<file path="config.mk">
export PLATFORM = sky130hd
export DESIGN_NAME = bit_serializer_flat
export DESIGN_NICKNAME = d
export VERILOG_FILES = /design/src/rtl/bit_serializer_pkg.sv /design/src/rtl/bit_serializer_if.sv /design/src/rtl/ser_word_buf.sv /design/src/rtl/bit_serializer.sv /design/src/flat_wrapper.sv
export SDC_FILE = /design/constraint.sdc
export NUM_CORES = 1
export LEC_CHECK = 0
export ABC_AREA = 0
export CORE_UTILIZATION = 42
export DETAILED_ROUTE_END_ITERATION = 8
export PLACE_DENSITY = 0.76
export SLEW_MARGIN = 40
export SYNTH_ARGS = -nofsm -noshare
export SYNTH_HDL_FRONTEND = slang
export SYNTH_SLANG_ARGS = --single-unit
</file>
<file path="constraint.sdc">
create_clock -name clk -period 3.5 [get_ports clk]
set_clock_uncertainty 0.2 [all_clocks]
set_input_delay 0.35 -clock clk [delete_from_list [all_inputs] [get_ports clk]]
set_output_delay 0.35 -clock clk [all_outputs]
set_load 0.05 [all_outputs]
</file>
<file path="src/rtl/bit_serializer_pkg.sv">
// bit_serializer_pkg
//   Shared types, widths and helpers for the bit_serializer slice:
//   - state_t     : one-hot FSM states IDLE / SHIFT / GAP
//   - calc_cnt_w  : bit-counter width for a given word width
//   - calc_gap_w  : gap-counter width for a given gap length
//   - CNT_W/GAP_W : widths for the default configuration (8-bit word, no gap)
//   - out_bit_idx : sreg index that drives ser_bit for a given bit order
package bit_serializer_pkg;

  typedef enum logic [2:0] {
    ST_IDLE  = 3'b001,
    ST_SHIFT = 3'b010,
    ST_GAP   = 3'b100
  } state_t;

  localparam int DEF_DATA_W     = 8;
  localparam int DEF_GAP_CYCLES = 0;

  // Bit counter spans 0..data_w-1.
  function automatic int calc_cnt_w(input int data_w);
    return (data_w < 2) ? 1 : $clog2(data_w);
  endfunction

  // Gap counter spans 0..gap_cycles-1; keep at least one bit so the
  // register exists even when gaps are disabled.
  function automatic int calc_gap_w(input int gap_cycles);
    return (gap_cycles < 1) ? 1 : $clog2(gap_cycles + 1);
  endfunction

  localparam int CNT_W = calc_cnt_w(DEF_DATA_W);
  localparam int GAP_W = calc_gap_w(DEF_GAP_CYCLES);

  // The shifter always moves toward the output end, so the output tap is
  // the MSB for MSB-first order and the LSB otherwise.
  function automatic int out_bit_idx(input bit msb_first, input int data_w);
    return msb_first ? (data_w - 1) : 0;
  endfunction

endpackage

</file>
<file path="src/rtl/bit_serializer_if.sv">
// bit_serializer_if
//   Bundles the upstream word handshake, the serial output pair and the
//   status outputs of bit_serializer.
//   master : upstream/downstream side (drives s_data, s_valid, ser_hold)
//   slave  : the serializer (drives s_ready, ser_bit, ser_valid, busy,
//            word_done)
interface bit_serializer_if #(
  parameter int DATA_W = 8
);

  logic [DATA_W-1:0] s_data;
  logic              s_valid;
  logic              s_ready;
  logic              ser_hold;
  logic              ser_bit;
  logic              ser_valid;
  logic              busy;
  logic              word_done;

  modport master (
    output s_data, s_valid, ser_hold,
    input  s_ready, ser_bit, ser_valid, busy, word_done
  );

  modport slave (
    input  s_data, s_valid, ser_hold,
    output s_ready, ser_bit, ser_valid, busy, word_done
  );

endinterface

</file>
<file path="src/rtl/ser_word_buf.sv">
// ser_word_buf
//   One-entry word buffer with a full flag. Holds the next word while the
//   shifter is still busy with the current one.
//   clk, rst : clock, synchronous active-high reset
//   wr_en    : store wr_data (sets full)
//   wr_data  : incoming word
//   take     : shifter consumes rd_data this edge (clears full unless a
//              write lands at the same edge)
//   rd_data  : stored word
//   full     : buffer holds a word
//   ready    : buffer can accept a word this edge (low during reset)
module ser_word_buf
  import bit_serializer_pkg::*;
#(
  parameter int DATA_W = 8
) (
  input  logic              clk,
  input  logic              rst,
  input  logic              wr_en,
  input  logic [DATA_W-1:0] wr_data,
  input  logic              take,
  output logic [DATA_W-1:0] rd_data,
  output logic              full,
  output logic              ready
);

  logic [DATA_W-1:0] data_q;
  logic              full_q;

  // A write wins over a take at the same edge: the new word becomes the
  // buffered word and the flag stays set.
  always_ff @(posedge clk) begin
    if (rst) begin
      full_q <= 1'b0;
    end else if (wr_en) begin
      full_q <= 1'b1;
    end else if (take) begin
      full_q <= 1'b0;
    end
  end

  // NOTE: the data register is deliberately not reset; it is only read
  // while full_q is set, and full_q is always written together with it.
  always_ff @(posedge clk) begin
    if (wr_en) begin
      data_q <= wr_data;
    end
  end

  assign rd_data = data_q;
  assign full    = full_q;
  assign ready   = !rst && !full_q;

endmodule

</file>
<file path="src/rtl/bit_serializer.sv">
// bit_serializer
//   Parallel-to-serial front end for the serial pattern detector. Accepts
//   DATA_W-bit words on a valid/ready handshake and emits one bit per clock
//   on ser_bit/ser_valid. A one-word buffer allows the next word to be
//   accepted while the current one shifts, so back-to-back words stream
//   without gaps; GAP_CYCLES idle cycles can be inserted after each word.
//   Parameters:
//     DATA_W     : word width (>= 2)
//     MSB_FIRST  : 1 = bit DATA_W-1 leaves first, 0 = bit 0 leaves first
//     GAP_CYCLES : idle cycles after each word (0 = none)
//   Ports:
//     clk, rst   : clock, synchronous active-high reset
//     bus.s_data/s_valid/s_ready : upstream word handshake
//     bus.ser_hold               : downstream stall
//     bus.ser_bit/ser_valid      : serial output to the detector
//     bus.busy                   : shifting, in a gap, or buffer occupied
//     bus.word_done              : one-cycle pulse after a word's last bit
module bit_serializer
  import bit_serializer_pkg::*;
#(
  parameter int DATA_W     = 8,
  parameter bit MSB_FIRST  = 1'b1,
  parameter int GAP_CYCLES = 0
) (
  input  logic                clk,
  input  logic                rst,
  bit_serializer_if.slave     bus
);

  localparam int BCNT_W = calc_cnt_w(DATA_W);
  localparam int GCNT_W = calc_gap_w(GAP_CYCLES);
  localparam int OUT_IDX = out_bit_idx(MSB_FIRST, DATA_W);

  localparam logic [BCNT_W-1:0] BCNT_LAST = BCNT_W'(DATA_W - 1);
  localparam logic [GCNT_W-1:0] GCNT_LAST =
    GCNT_W'((GAP_CYCLES > 0) ? (GAP_CYCLES - 1) : 0);

  state_t              state_q;
  logic [DATA_W-1:0]   sreg;
  logic [DATA_W-1:0]   sreg_shifted;
  logic [BCNT_W-1:0]   bcnt;
  logic [GCNT_W-1:0]   gcnt;
  logic                word_done_q;

  logic [DATA_W-1:0]   buf_data;
  logic                buf_full;
  logic                buf_ready;
  logic                buf_wr;
  logic                buf_take;

  logic                xfer;
  logic                consume;
  logic                last_bit;
  logic                gap_end;
  logic                shifter_free;
  logic                load_direct;

  // ------------------------------------------------------------------
  // Control decode
  // ------------------------------------------------------------------
  // NOTE: every signal gets a default at the top of the block so no path
  // leaves a value unassigned, which would otherwise infer a latch.
  always_comb begin
    xfer         = 1'b0;
    consume      = 1'b0;
    last_bit     = 1'b0;
    gap_end      = 1'b0;
    shifter_free = 1'b0;
    load_direct  = 1'b0;
    buf_wr       = 1'b0;
    buf_take     = 1'b0;

    xfer     = bus.s_valid && buf_ready;
    consume  = (state_q == ST_SHIFT) && !bus.ser_hold;
    last_bit = consume && (bcnt == BCNT_LAST);
    gap_end  = (GAP_CYCLES > 0) && (state_q == ST_GAP) && (gcnt == GCNT_LAST);

    shifter_free = (state_q == ST_IDLE)
                || (last_bit && (GAP_CYCLES == 0))
                || gap_end;

    // The buffer always has priority over a fresh word; a fresh word only
    // bypasses the buffer when the buffer is empty.
    buf_take    = shifter_free && buf_full;
    load_direct = shifter_free && !buf_full && xfer;
    buf_wr      = xfer && !load_direct;
  end

  // Shift toward the output tap; the vacated end fills with zero.
  always_comb begin
    if (MSB_FIRST) begin
      sreg_shifted = {sreg[DATA_W-2:0], 1'b0};
    end else begin
      sreg_shifted = {1'b0, sreg[DATA_W-1:1]};
    end
  end

  // ------------------------------------------------------------------
  // Holding buffer
  // ------------------------------------------------------------------
  ser_word_buf #(
    .DATA_W (DATA_W)
  ) u_buf (
    .clk     (clk),
    .rst     (rst),
    .wr_en   (buf_wr),
    .wr_data (bus.s_data),
    .take    (buf_take),
    .rd_data (buf_data),
    .full    (buf_full),
    .ready   (buf_ready)
  );

  // ------------------------------------------------------------------
  // FSM + shifter
  // ------------------------------------------------------------------
  // NOTE: all state updates use non-blocking assignments so every register
  // samples the pre-edge values regardless of statement order.
  always_ff @(posedge clk) begin
    if (rst) begin
      state_q     <= ST_IDLE;
      sreg        <= '0;
      bcnt        <= '0;
      gcnt        <= '0;
      word_done_q <= 1'b0;
    end else begin
      word_done_q <= last_bit;

      if (shifter_free) begin
        bcnt <= '0;
        if (buf_full) begin
          sreg    <= buf_data;
          state_q <= ST_SHIFT;
        end else if (xfer) begin
          sreg    <= bus.s_data;
          state_q <= ST_SHIFT;
        end else begin
          state_q <= ST_IDLE;
        end
      end else if (consume) begin
        sreg <= sreg_shifted;
        if (last_bit) begin
          // Only reachable with GAP_CYCLES > 0; otherwise the last bit
          // makes the shifter free and is handled above.
          bcnt    <= '0;
          gcnt    <= '0;
          state_q <= ST_GAP;
        end else begin
          bcnt <= bcnt + 1'b1;
        end
      end else if (state_q == ST_GAP) begin
        // The gap runs on wall-clock cycles; ser_hold does not stretch it.
        gcnt <= gcnt + 1'b1;
      end
    end
  end

  // ------------------------------------------------------------------
  // Outputs
  // ------------------------------------------------------------------
  assign bus.s_ready   = buf_ready;
  assign bus.ser_valid = consume;
  assign bus.ser_bit   = sreg[OUT_IDX];
  assign bus.busy      = (state_q != ST_IDLE) || buf_full;
  assign bus.word_done = word_done_q;

  // ------------------------------------------------------------------
  // Assertions
  // ------------------------------------------------------------------
  a_no_xfer_when_full: assert property (
    @(posedge clk) disable iff (rst)
      !(bus.s_valid && bus.s_ready && buf_full)
  );

  a_valid_only_in_shift: assert property (
    @(posedge clk) disable iff (rst)
      bus.ser_valid |-> (state_q == ST_SHIFT)
  );

endmodule

</file>
<file path="src/flat_wrapper.sv">
// flat-port wrapper written by rule: the top's interface ports become plain ports
module bit_serializer_flat import bit_serializer_pkg::*;
#(
  parameter int DATA_W     = 8,
  parameter bit MSB_FIRST  = 1'b1,
  parameter int GAP_CYCLES = 0
)
  (clk, rst, bus_s_data, bus_s_valid, bus_ser_hold, bus_s_ready, bus_ser_bit, bus_ser_valid, bus_busy, bus_word_done);
  bit_serializer_if #(.DATA_W(DATA_W)) bus_i ();
  input  logic clk;
  input  logic rst;
  input wire logic [$bits(bus_i.s_data)-1:0] bus_s_data;
  input wire logic [$bits(bus_i.s_valid)-1:0] bus_s_valid;
  input wire logic [$bits(bus_i.ser_hold)-1:0] bus_ser_hold;
  output wire logic [$bits(bus_i.s_ready)-1:0] bus_s_ready;
  output wire logic [$bits(bus_i.ser_bit)-1:0] bus_ser_bit;
  output wire logic [$bits(bus_i.ser_valid)-1:0] bus_ser_valid;
  output wire logic [$bits(bus_i.busy)-1:0] bus_busy;
  output wire logic [$bits(bus_i.word_done)-1:0] bus_word_done;
  assign bus_i.s_data = bus_s_data;
  assign bus_i.s_valid = bus_s_valid;
  assign bus_i.ser_hold = bus_ser_hold;
  assign bus_s_ready = bus_i.s_ready;
  assign bus_ser_bit = bus_i.ser_bit;
  assign bus_ser_valid = bus_i.ser_valid;
  assign bus_busy = bus_i.busy;
  assign bus_word_done = bus_i.word_done;
  bit_serializer #(.DATA_W(DATA_W), .MSB_FIRST(MSB_FIRST), .GAP_CYCLES(GAP_CYCLES)) u_core (.clk(clk), .rst(rst), .bus(bus_i));
endmodule
</file>
* Word-level counts from Yosys, hierarchy flattened
Cells that the tools add are included.
** Operators by class
- Multiplexer cells :: 12
- Equal/unequal tests :: 5
- Reduce and logical (&&, ||, !) cells :: 20
- Add/subtract/negate cells :: 1
** Operator list (number)
- $mux 8 :: 4
- $mux 3 :: 5
- $logic_and 1x1->1 :: 8
- $reduce_bool 2->1 :: 3
- $logic_not 1->1 :: 4
- $reduce_and 2->1 :: 2
- $add 3x1->3 const B :: 1
- $eq 3x1->1 const B :: 1
- $eq 3x2->1 const B :: 1
- $eq 3x3->1 const B :: 1
- $ne 3x1->1 const B :: 1
- $ne 3x2->1 const B :: 1
- $logic_or 1x1->1 :: 2
- $mux 1 :: 2
- $mux 2 :: 1
- $reduce_or 2->1 :: 1
** Storage, ports and cells
- Input bits :: 12
- Word-level logic and storage cells :: 44
- Output and inout port bits :: 5
- Register bits after elaboration :: 24

* Logic depth before layout (Yosys ltp)
Gate-level depths: netlist (run 1).
- Depth after elaboration :: 9
- Gate-level depth with buffers :: 6
- Depth with buffers taken out :: 6

* Modules after synthesis
A second synthesis (run 1) with hierarchy kept.
** Unflattened totals
- Cells, all modules :: 117
- Area total of the unflattened synthesis :: 1139.8 µm²
** By module, submodules not included
- bit_serializer :: area each 857.1 µm², cells an instance 104, seq. area each 300.3 µm², times used 1
- ser_word_buf :: area each 282.8 µm², cells an instance 13, seq. area each 260.2 µm², times used 1

* Worst setup path after synthesis (run 1)
Ideal clock, no wire load.
- Path kind :: register -> register
- Start point :: reg u_core.bcnt[0]
- End point :: reg u_core.u_buf.data_q[0] (netlist: u_core.u_buf.rd_data[0]), enable pin
- Arrival time :: 1982 ps
- Buffers on the path :: 0
- Library setup time :: 385 ps
- Data required time :: 2915 ps
- Path slack :: 933 ps
- Clock period less this slack :: 2567 ps
- Stages on the path, launching flop included :: 7
- Cells stage by stage :: dfxtp_1 ha_1 ha_1 nand3b_1 mux2i_2 a21o_2 nor3b_1
** On the way
- Longest elaborated chain between the ends :: 7
** RTL lines
- start: declaration :: line bit_serializer.sv:41 : logic [BCNT_W-1:0] bcnt;
- start signal: assignment :: line bit_serializer.sv:149 : bcnt <= bcnt + 1'b1;
- $eq 3x3->1 :: line bit_serializer.sv:75 : last_bit = consume && (bcnt == BCNT_LAST);
- $logic_and 1x1->1 :: line bit_serializer.sv:75
- $logic_or 1x1->1 :: line bit_serializer.sv:79 : || (last_bit && (GAP_CYCLES == 0))
- $logic_and 1x1->1 (2 in a row) :: line bit_serializer.sv:85 : load_direct = shifter_free && !buf_full && xfer;
- $logic_not 1->1 :: line bit_serializer.sv:86 : buf_wr = xfer && !load_direct;
- $logic_and 1x1->1 :: line bit_serializer.sv:86
- net u_core.buf_wr :: line bit_serializer.sv:48 : logic buf_wr;
- end signal: assignment :: line ser_word_buf.sv:46 : data_q <= wr_data;
- end: declaration :: line ser_word_buf.sv:27 : logic [DATA_W-1:0] data_q;
The timed path passes the listed nets, and every way through them passes these cells.
A chain may end at the register's enable or synchronous reset.

* Worst setup path after layout (run 1)
- Start point :: in bus_ser_hold
- End point :: out bus_ser_valid
** On the way
- Longest elaborated chain between the ends :: 2
** RTL lines
- start: declaration :: line flat_wrapper.sv:14 : input wire logic [$bits(bus_i.ser_hold)-1:0] bus_ser_hold;
- $logic_not 1->1 :: line bit_serializer.sv:74 : consume = (state_q == ST_SHIFT) && !bus.ser_hold;
- $logic_and 1x1->1 :: line bit_serializer.sv:74
- end: declaration :: line flat_wrapper.sv:17 : output wire logic [$bits(bus_i.ser_valid)-1:0] bus_ser_valid;
Every way passes these cells.

==> impl_summary.txt, run 1 <==
----------------------------------------------------
[Power and ir drop]
  Total power ... 0.000639 W
  Leakage component of the power ... 0.466 nW
  Max VDD drop ... 0.000284 V
  Cell area power density ... 499 nW/um2

[Finish]
  Layout fillers ... 191
  Final standard cell count with taps included and fillers excluded ... 133
  Final cell area excluding filler cells ... 1280 um2
  Layout cells sized above 1 ... 0.190
  Net count reported at finish ... 120
  Relative area change from synthesis to final layout ... 22.8%
  Ant diodes ... 0

[Critical path]
  Flop-to-flop setup slack ... 0.98 ns
  CP Capture Type ... primary output
  Crit path max fanout ... 9
  Worst reg2reg endpoint ... u_core.u_buf.rd_data[2]
  Worst reg2reg path depth ... 6
  Category of the critical setup timing path ... input port to primary output
  Worst reg2reg startpoint ... u_core.bcnt[0]
  Critical path data required time ... 2.95 ns
  Launching element type of the critical path ... input port
  Crit path arrival time ... 2.39 ns

[Floorplanning]
  I/O Pins ... 17
  Die Ht ... 51.8 um
  Overall die area ... 2680 um2
  Placeable core area ... 2280 um2
  Placement Rows ... 17
  Starting density of the core ... 0.458
  Floorplan die width ... 51.8 um

[Yosys]
  Syn Area/Cell ... 11.8 um2
  Number of warnings reported in the yosys synthesis log ... 0
  Post-synthesis instance area ... 1040 um2
  Share of the yosys chip area belonging to registers ... 0.538
  Number of flip-flops and latches in the synthesized netlist ... 24
  Distinct cell type count after synthesis ... 27
  Post-synthesis net count ... 102
  Post-synthesis cell count ... 88

[Timing]
  Max transition margin ... 0.505
  Unrepaired setup endpoints after global routing ... no
  Number of setup violations in the final report ... 0
  Period utilisation layout ... 0.839
  Max Transition Viols Final ... 0
  Max Clk Rate ... 340 MHz
  Shortest period the worst path allows ... 2.94 ns
  Worst Max-Slew Pin Slew ... 0.737 ns
  Final Hold Violating Endpoints ... 0
  Total Neg Setup Slack ... 0 ns

[Global route]
  Via count of the first global-routing pass ... 685
  GR Layer Usage met2 ... 0.242
  Aggregate global-route resource usage ... 0.152
  Most used routing layer ... met2
  Largest net degree at the start of global routing ... 15
  Initial antenna violation count ... 0
  Global route overflow ... 0
  Global-route met3 utilization ... 0.0263
  Global-route wire length before repair ... 2930 um
  Met1 usage in global routing ... 0.196

[Route]
  Count of antenna-violating nets left after detailed routing ... 0
  DR vias/cell ... 5.29
  DRC ... 0
  Routed WL per cell ... 13.5 um
  Number of detailed-routing iterations run before antenna repair ... 4
  Total via count in the routed design ... 704
  Total routed wirelength ... 1800 um
  Violation count after the first detailed-routing iteration ... 12

[CTS]
  Max clock buf depth ... 2
  CTS Root Buffer Type ... sky130_fd_sc_hd__clkbuf_4
  Number of H-tree branching levels ... 1
  Register clock-pin slew on the reported worst setup and hold paths ... 0.12 ns
  TritonCTS clock tree ... yes
  TritonCTS sink count ... 24
  Number of CTS-inserted buffers ... 3
  Buffer count from post-CTS setup fixing ... 0
  Worst-skew pair later-pin latency ... 0.31 ns
  Post-CTS Hold Buffers ... 0
  Number of gates resized after cts ... 0

[Hold path]
  Hold path cells ... 2
  Critical hold path startpoint ... u_core.bcnt[1]
  Worst-case hold path end point ... u_core.bcnt[1]
  Type of the tightest min-delay check ... register to register

[Placed design]
  Sum of net half-perimeters after detailed placement ... 1350 um
  Gpl congestion ... 0.801
  Quantity of I/O buffers inserted on ports ... 16
  Instance area at placement ... 1230 um2
  DP Cell Count ... 129

[Outcome]
  Result of the run ... completed

[Flow run]
  Max-capacitance violation count ... 0

----------------------------------------------------
-- state kept, by name, indices dropped and copies added, names as in the netlist --
signal,cells
u_core.u_buf.rd_data,8
u_core.bcnt,3
u_core.state_q,3
u_core.bus.word_done,1
u_core.u_buf.full,1
u_core.sreg,8
-- per-stage QoR --
step / hold WS [ns] / setup WS, ns / util
floorplan: 0.232 / 0.933 / -
global placement: 0.248 / 0.599 / 0.537
detailed placement: 0.248 / 0.575 / 0.539
CTS: 0.278 / 0.562 / 0.562
global route: 0.295 / 0.483 / 0.562
finish: 0.275 / 0.562 / 0.562
-- layer usage --
layer | wire [um] | up-vias
met5 | 0 | -
met2 | 794 | 9
met4 | 33 | 0
met3 | 42 | 4
li1 | - | 356
met1 | 926 | 335
-- area by class of cell --
class                   count  area (um2)  share of cell area
flip-flops and latches     24         561               0.438
clock buffers               3        22.5              0.0176
clock inverters             1        30.0              0.0235
multi-input cells          59         464               0.363
repair buffers             16         160               0.125
well taps                  28        35.0              0.0274
inverters                   2        7.51             0.00587
-- worst max path at each step --
stage,from,endpoint,cells past startpoint
floorplan,u_core.bcnt[0],u_core.u_buf.rd_data[0],6
global placement,bus_ser_hold,bus_ser_valid,4
detailed placement,bus_ser_hold,bus_ser_valid,4
CTS,bus_ser_hold,bus_ser_valid,4
global route,u_core.state_q[1],bus_ser_valid,3
finish,bus_ser_hold,bus_ser_valid,4
-- power by group --
part           internal (W)  switching (W)
logic             0.0000575      0.0000622
registers          0.000307      0.0000148
clock network      0.000116      0.0000819
total              0.000480       0.000159
-- worst max-delay path, cell delays in order --
cell	delay (ns)
sky130_fd_sc_hd__clkdlybuf4s50_1	0.42
sky130_fd_sc_hd__or4b_1	0.67
sky130_fd_sc_hd__inv_1	0.14
sky130_fd_sc_hd__clkdlybuf4s50_1	0.81
-- logic make-up (layout without fill, tap and decap cells) --
| logic type | Yosys count | count (layout) | share of synthesized area |
|---|---|---|---|
| flip-flops | 24 | 24 | 0.538 |
| AND/OR/NAND/NOR | 24 | 24 | 0.127 |
| AO/OA/AOI/OAI | 18 | 18 | 0.133 |
| multiplexers | 15 | 15 | 0.156 |
| buffers and inverters | 5 | 22 | 0.0216 |
| adder cells (fa/ha/maj) | 2 | 2 | 0.0240 |
-- cells in the final DEF (no fill, tap or decap) --
cell and instances:
sky130_fd_sc_hd__clkdlybuf4s50_1 16, sky130_fd_sc_hd__dfxtp_1 16, sky130_fd_sc_hd__edfxtp_1 8, sky130_fd_sc_hd__mux2_2 7
sky130_fd_sc_hd__mux2i_1 7, sky130_fd_sc_hd__o2bb2ai_1 7, sky130_fd_sc_hd__nor2_1 6, sky130_fd_sc_hd__nand2_1 5
sky130_fd_sc_hd__a21oi_1 5, sky130_fd_sc_hd__clkbuf_4 3, sky130_fd_sc_hd__inv_1 2, sky130_fd_sc_hd__or3b_2 2
sky130_fd_sc_hd__nor3_1 2, sky130_fd_sc_hd__nor3b_1 2, sky130_fd_sc_hd__o21ai_0 2, sky130_fd_sc_hd__ha_1 2
sky130_fd_sc_hd__or4b_1 1, sky130_fd_sc_hd__nand3b_1 1, sky130_fd_sc_hd__mux2i_2 1, sky130_fd_sc_hd__a21o_2 1
sky130_fd_sc_hd__nor3b_2 1, sky130_fd_sc_hd__or2_2 1, sky130_fd_sc_hd__nor2_2 1, sky130_fd_sc_hd__a21oi_4 1
sky130_fd_sc_hd__o21bai_2 1, sky130_fd_sc_hd__nand3_1 1, sky130_fd_sc_hd__a31oi_1 1, sky130_fd_sc_hd__nor2b_1 1
sky130_fd_sc_hd__bufinv_16 1
-- synthesized netlist by cell type --
master                       n  area share
sky130_fd_sc_hd__a21o_2      1      0.0084
sky130_fd_sc_hd__a21oi_1     5       0.024
sky130_fd_sc_hd__a21oi_4     1       0.016
sky130_fd_sc_hd__a31oi_1     1      0.0060
sky130_fd_sc_hd__buf_4       1      0.0072
sky130_fd_sc_hd__clkbuf_1    2      0.0072
sky130_fd_sc_hd__dfxtp_1    16        0.31
sky130_fd_sc_hd__edfxtp_1    8        0.23
sky130_fd_sc_hd__ha_1        2       0.024
sky130_fd_sc_hd__inv_1       2      0.0072
sky130_fd_sc_hd__mux2_2      7       0.076
sky130_fd_sc_hd__mux2i_1     7       0.067
sky130_fd_sc_hd__mux2i_2     1       0.013
sky130_fd_sc_hd__nand2_1     5       0.018
sky130_fd_sc_hd__nand3_1     1      0.0048
sky130_fd_sc_hd__nand3b_1    1      0.0072
sky130_fd_sc_hd__nor2_1      6       0.022
sky130_fd_sc_hd__nor2_2      1      0.0060
sky130_fd_sc_hd__nor2b_1     1      0.0060
sky130_fd_sc_hd__nor3_1      2      0.0096
sky130_fd_sc_hd__nor3b_1     3       0.022
sky130_fd_sc_hd__o21ai_0     2      0.0096
sky130_fd_sc_hd__o21bai_2    1       0.011
sky130_fd_sc_hd__o2bb2ai_1   7       0.059
sky130_fd_sc_hd__or2_2       1      0.0060
sky130_fd_sc_hd__or3b_2      2       0.017
sky130_fd_sc_hd__or4b_1      1      0.0096
No activity file was read; power rests on OpenSTA's default activity.
==> run 2, diff against run 1 <==
--- a/config.mk
+++ b/config.mk
@@ -8,7 +8,7 @@
 export ABC_AREA = 0
 export CORE_UTILIZATION = 42
 export DETAILED_ROUTE_END_ITERATION = 8
-export PLACE_DENSITY = 0.76
+export PLACE_DENSITY = 0.79
 export SLEW_MARGIN = 40
 export SYNTH_ARGS = -nofsm -noshare
 export SYNTH_HDL_FRONTEND = slang
==> constraint.sdc (replaced) <==
create_clock -name clk -period 2.7 [get_ports clk]
set_clock_uncertainty 0.2 [all_clocks]
set_input_delay 0.27 -clock clk [delete_from_list [all_inputs] [get_ports clk]]
set_output_delay 0.27 -clock clk [all_outputs]
set_load 0.05 [all_outputs]
==> run 2 against run 1 <==
- worst hold slack better by 0.0035 ns
- clock power is 21% lower
- combinational power is 36% higher
- clock-buffer cell count stayed put
- sequential power is 30% higher
- die area stayed put
- wire length is 3.9% higher
- cell count is 2.3% higher
- global-route usage is 1.4 points higher
- core utilization stayed put
- power is 15% higher
- highest routed layer unchanged
==> impl_summary.txt, run 2 (synthesized netlist as in run 1, its figures left out) <==
----------------------------------------------------
[Global route]
  Global-route wire length before repair ... 3170 um (+8.3%)
  Global route overflow ... 0 (unchanged)
  Via count of the first global-routing pass ... 713 (+4.1%)
  Largest net degree at the start of global routing ... 14 (-1)
  Initial antenna violation count ... 0 (unchanged)
  Aggregate global-route resource usage ... 0.166 (+0.0139)

[Route]
  Number of detailed-routing iterations run before antenna repair ... 4 (unchanged)
  Routed WL per cell ... 13.7 um (+1.6%)
  Count of antenna-violating nets left after detailed routing ... 0 (unchanged)
  Violation count after the first detailed-routing iteration ... 16 (+4)
  Total routed wirelength ... 1870 um (+3.9%)
  DR vias/cell ... 5.30 (+0.16%)
  DRC ... 0 (unchanged)
  Total via count in the routed design ... 721 (+2.4%)

[CTS]
  Max clock buf depth ... 2 (unchanged)
  Number of H-tree branching levels ... 1 (unchanged)
  TritonCTS clock tree ... yes
  TritonCTS sink count ... 24 (unchanged)
  CTS Root Buffer Type ... sky130_fd_sc_hd__clkbuf_4
  Number of CTS-inserted buffers ... 3 (unchanged)
  Worst-skew pair later-pin latency ... 0.30 ns (about the same)
  Register clock-pin slew on the reported worst setup and hold paths ... 0.13 ns (about the same)
  Post-CTS Hold Buffers ... 0 (unchanged)

[Critical path]
  CP Capture Type ... primary output
  Worst reg2reg startpoint ... u_core.bcnt[0]
  Category of the critical setup timing path ... register to primary output
  Crit path arrival time ... 1.95 ns (-0.44 ns)
  Worst reg2reg path depth ... 7 (+1)
  Launching element type of the critical path ... register
  Worst reg2reg endpoint ... u_core.u_buf.rd_data[0]
  Crit path max fanout ... 5 (-4)
  Flop-to-flop setup slack ... 0.57 ns (-0.41 ns)
  Critical path data required time ... 2.23 ns (-0.72 ns)

[Finish]
  Net count reported at finish ... 123 (+2.5%)
  Ant diodes ... 0 (unchanged)
  Layout fillers ... 190 (-0.52%)
  Most common cell after layout, fill and taps aside ... sky130_fd_sc_hd__dfxtp_1
  Most frequent cells in the layout ... sky130_fd_sc_hd__dfxtp_1 (16), sky130_fd_sc_hd__clkdlybuf4s50_1 (14), sky130_fd_sc_hd__edfxtp_1 (8)
  Relative area change from synthesis to final layout ... 22.8% (unchanged)
  Layout cells sized above 1 ... 0.204 (+0.0132)
  Final core occ ... 0.562 (unchanged)

[Power and ir drop]
  Max VDD drop ... 0.000346 V (+22%)
  Cell area power density ... 575 nW/um2 (+15%)
  Leakage component of the power ... 0.473 nW (+1.3%)

[Placed design]
  Gpl congestion ... 0.767 (-4.2%)
  Quantity of I/O buffers inserted on ports ... 16 (unchanged)
  Sum of net half-perimeters after detailed placement ... 1390 um (+3.3%)

[Timing]
  Max Clk Rate ... 413 MHz
  Max Transition Viols Final ... 0 (unchanged)
  Max transition margin ... 0.670 (+0.165)
  Number of setup violations in the final report ... 0 (unchanged)
  Total Neg Setup Slack ... 0 ns (unchanged)
  Final Hold Violating Endpoints ... 0 (unchanged)
  Unrepaired setup endpoints after global routing ... no
  Period utilisation layout ... 0.897
  Worst Max-Slew Pin Slew ... 0.493 ns (-0.244 ns)
  Shortest period the worst path allows ... 2.42 ns

[Hold path]
  Worst-case hold path end point ... u_core.sreg[1]
  Hold path cells ... 1 (-1)
  Critical hold path startpoint ... u_core.sreg[1]
  Type of the tightest min-delay check ... register to register

[Floorplanning]
  Placement Rows ... 17 (unchanged)
  Placeable core area ... 2280 um2 (unchanged)
  Overall die area ... 2680 um2 (unchanged)
  Floorplan die width ... 51.8 um (unchanged)
  I/O Pins ... 17 (unchanged)
  Starting density of the core ... 0.458 (unchanged)
  Die Ht ... 51.8 um (unchanged)

[Flow run]
  Max-capacitance violation count ... 0 (unchanged)

[Outcome]
  Result of the run ... completed

----------------------------------------------------
==> run 2: final cells by class <==
class | instances | area (um2) | area share
Clock buffer | 3 | 22.5 | 0.0176
Clock inverter | 1 | 3.75 | 0.00293
Sequential cell | 24 | 561 | 0.438
Timing Repair Buffer | 19 | 191 | 0.150
Inverter | 2 | 7.51 | 0.00587
Multi-Input combinational cell | 59 | 459 | 0.359
Tap cell | 28 | 35.0 | 0.0274
==> run 2: repair_timing <==
action / 4_1_cts / 5_1_grt
setup buffers: 0 / 0
endpoints found under the setup margin: 1 / 0
gates resized for setup: 1 / 0
==> run 2: per-stage QoR <==
step	instance area [um2]	setup WS (ns)	hold slack, ns	power (W)	std cells
after floorplan	1040	0.133	0.169	0.000532	88
after global placement	1250	0.379	0.246	0.000584	132
after detailed placement	1250	0.348	0.251	0.000589	132
after CTS	1280	0.267	0.281	0.000743	136
after global routing	1280	0.236	0.299	0.000765	136
final	1280	0.279	0.278	0.000736	136
==> run 2: where the power goes <==
group	internal (W)	switching [W]
Combinational	0.0000800	0.0000828
Clock	0.0000540	0.000103
Sequential	0.000397	0.0000186
==> run 2: critical path, cell delays in order, from the launching register on <==
cell	delay (ns)
sky130_fd_sc_hd__dfxtp_1	0.42
sky130_fd_sc_hd__or3b_2	0.51
sky130_fd_sc_hd__or2_2	0.29
sky130_fd_sc_hd__dlygate4sd2_1	0.42
==> run 2: layer usage <==
metal | up-vias | track usage | share of wire
li1 | 364 | - | -
met1 | 345 | 0.225 | 0.49
met2 | 10 | 0.251 | 0.46
met3 | 2 | 0.0175 | 0.034
met4 | 0 | 0.108 | 0.014
met5 | - | 0 | 0
==> run 2: worst max-delay path by stage <==
stage | slack, ns | from | endpoint
3_5_place_dp | 0.35 | u_core.state_q[0] | bus_busy
2_1_floorplan | 0.13 | u_core.bcnt[0] | u_core.u_buf.rd_data[0]
3_3_place_gp | 0.38 | u_core.state_q[0] | bus_busy
5_1_grt | 0.24 | u_core.state_q[0] | bus_busy
6_report | 0.28 | u_core.state_q[0] | bus_busy
4_1_cts | 0.27 | u_core.state_q[0] | bus_busy
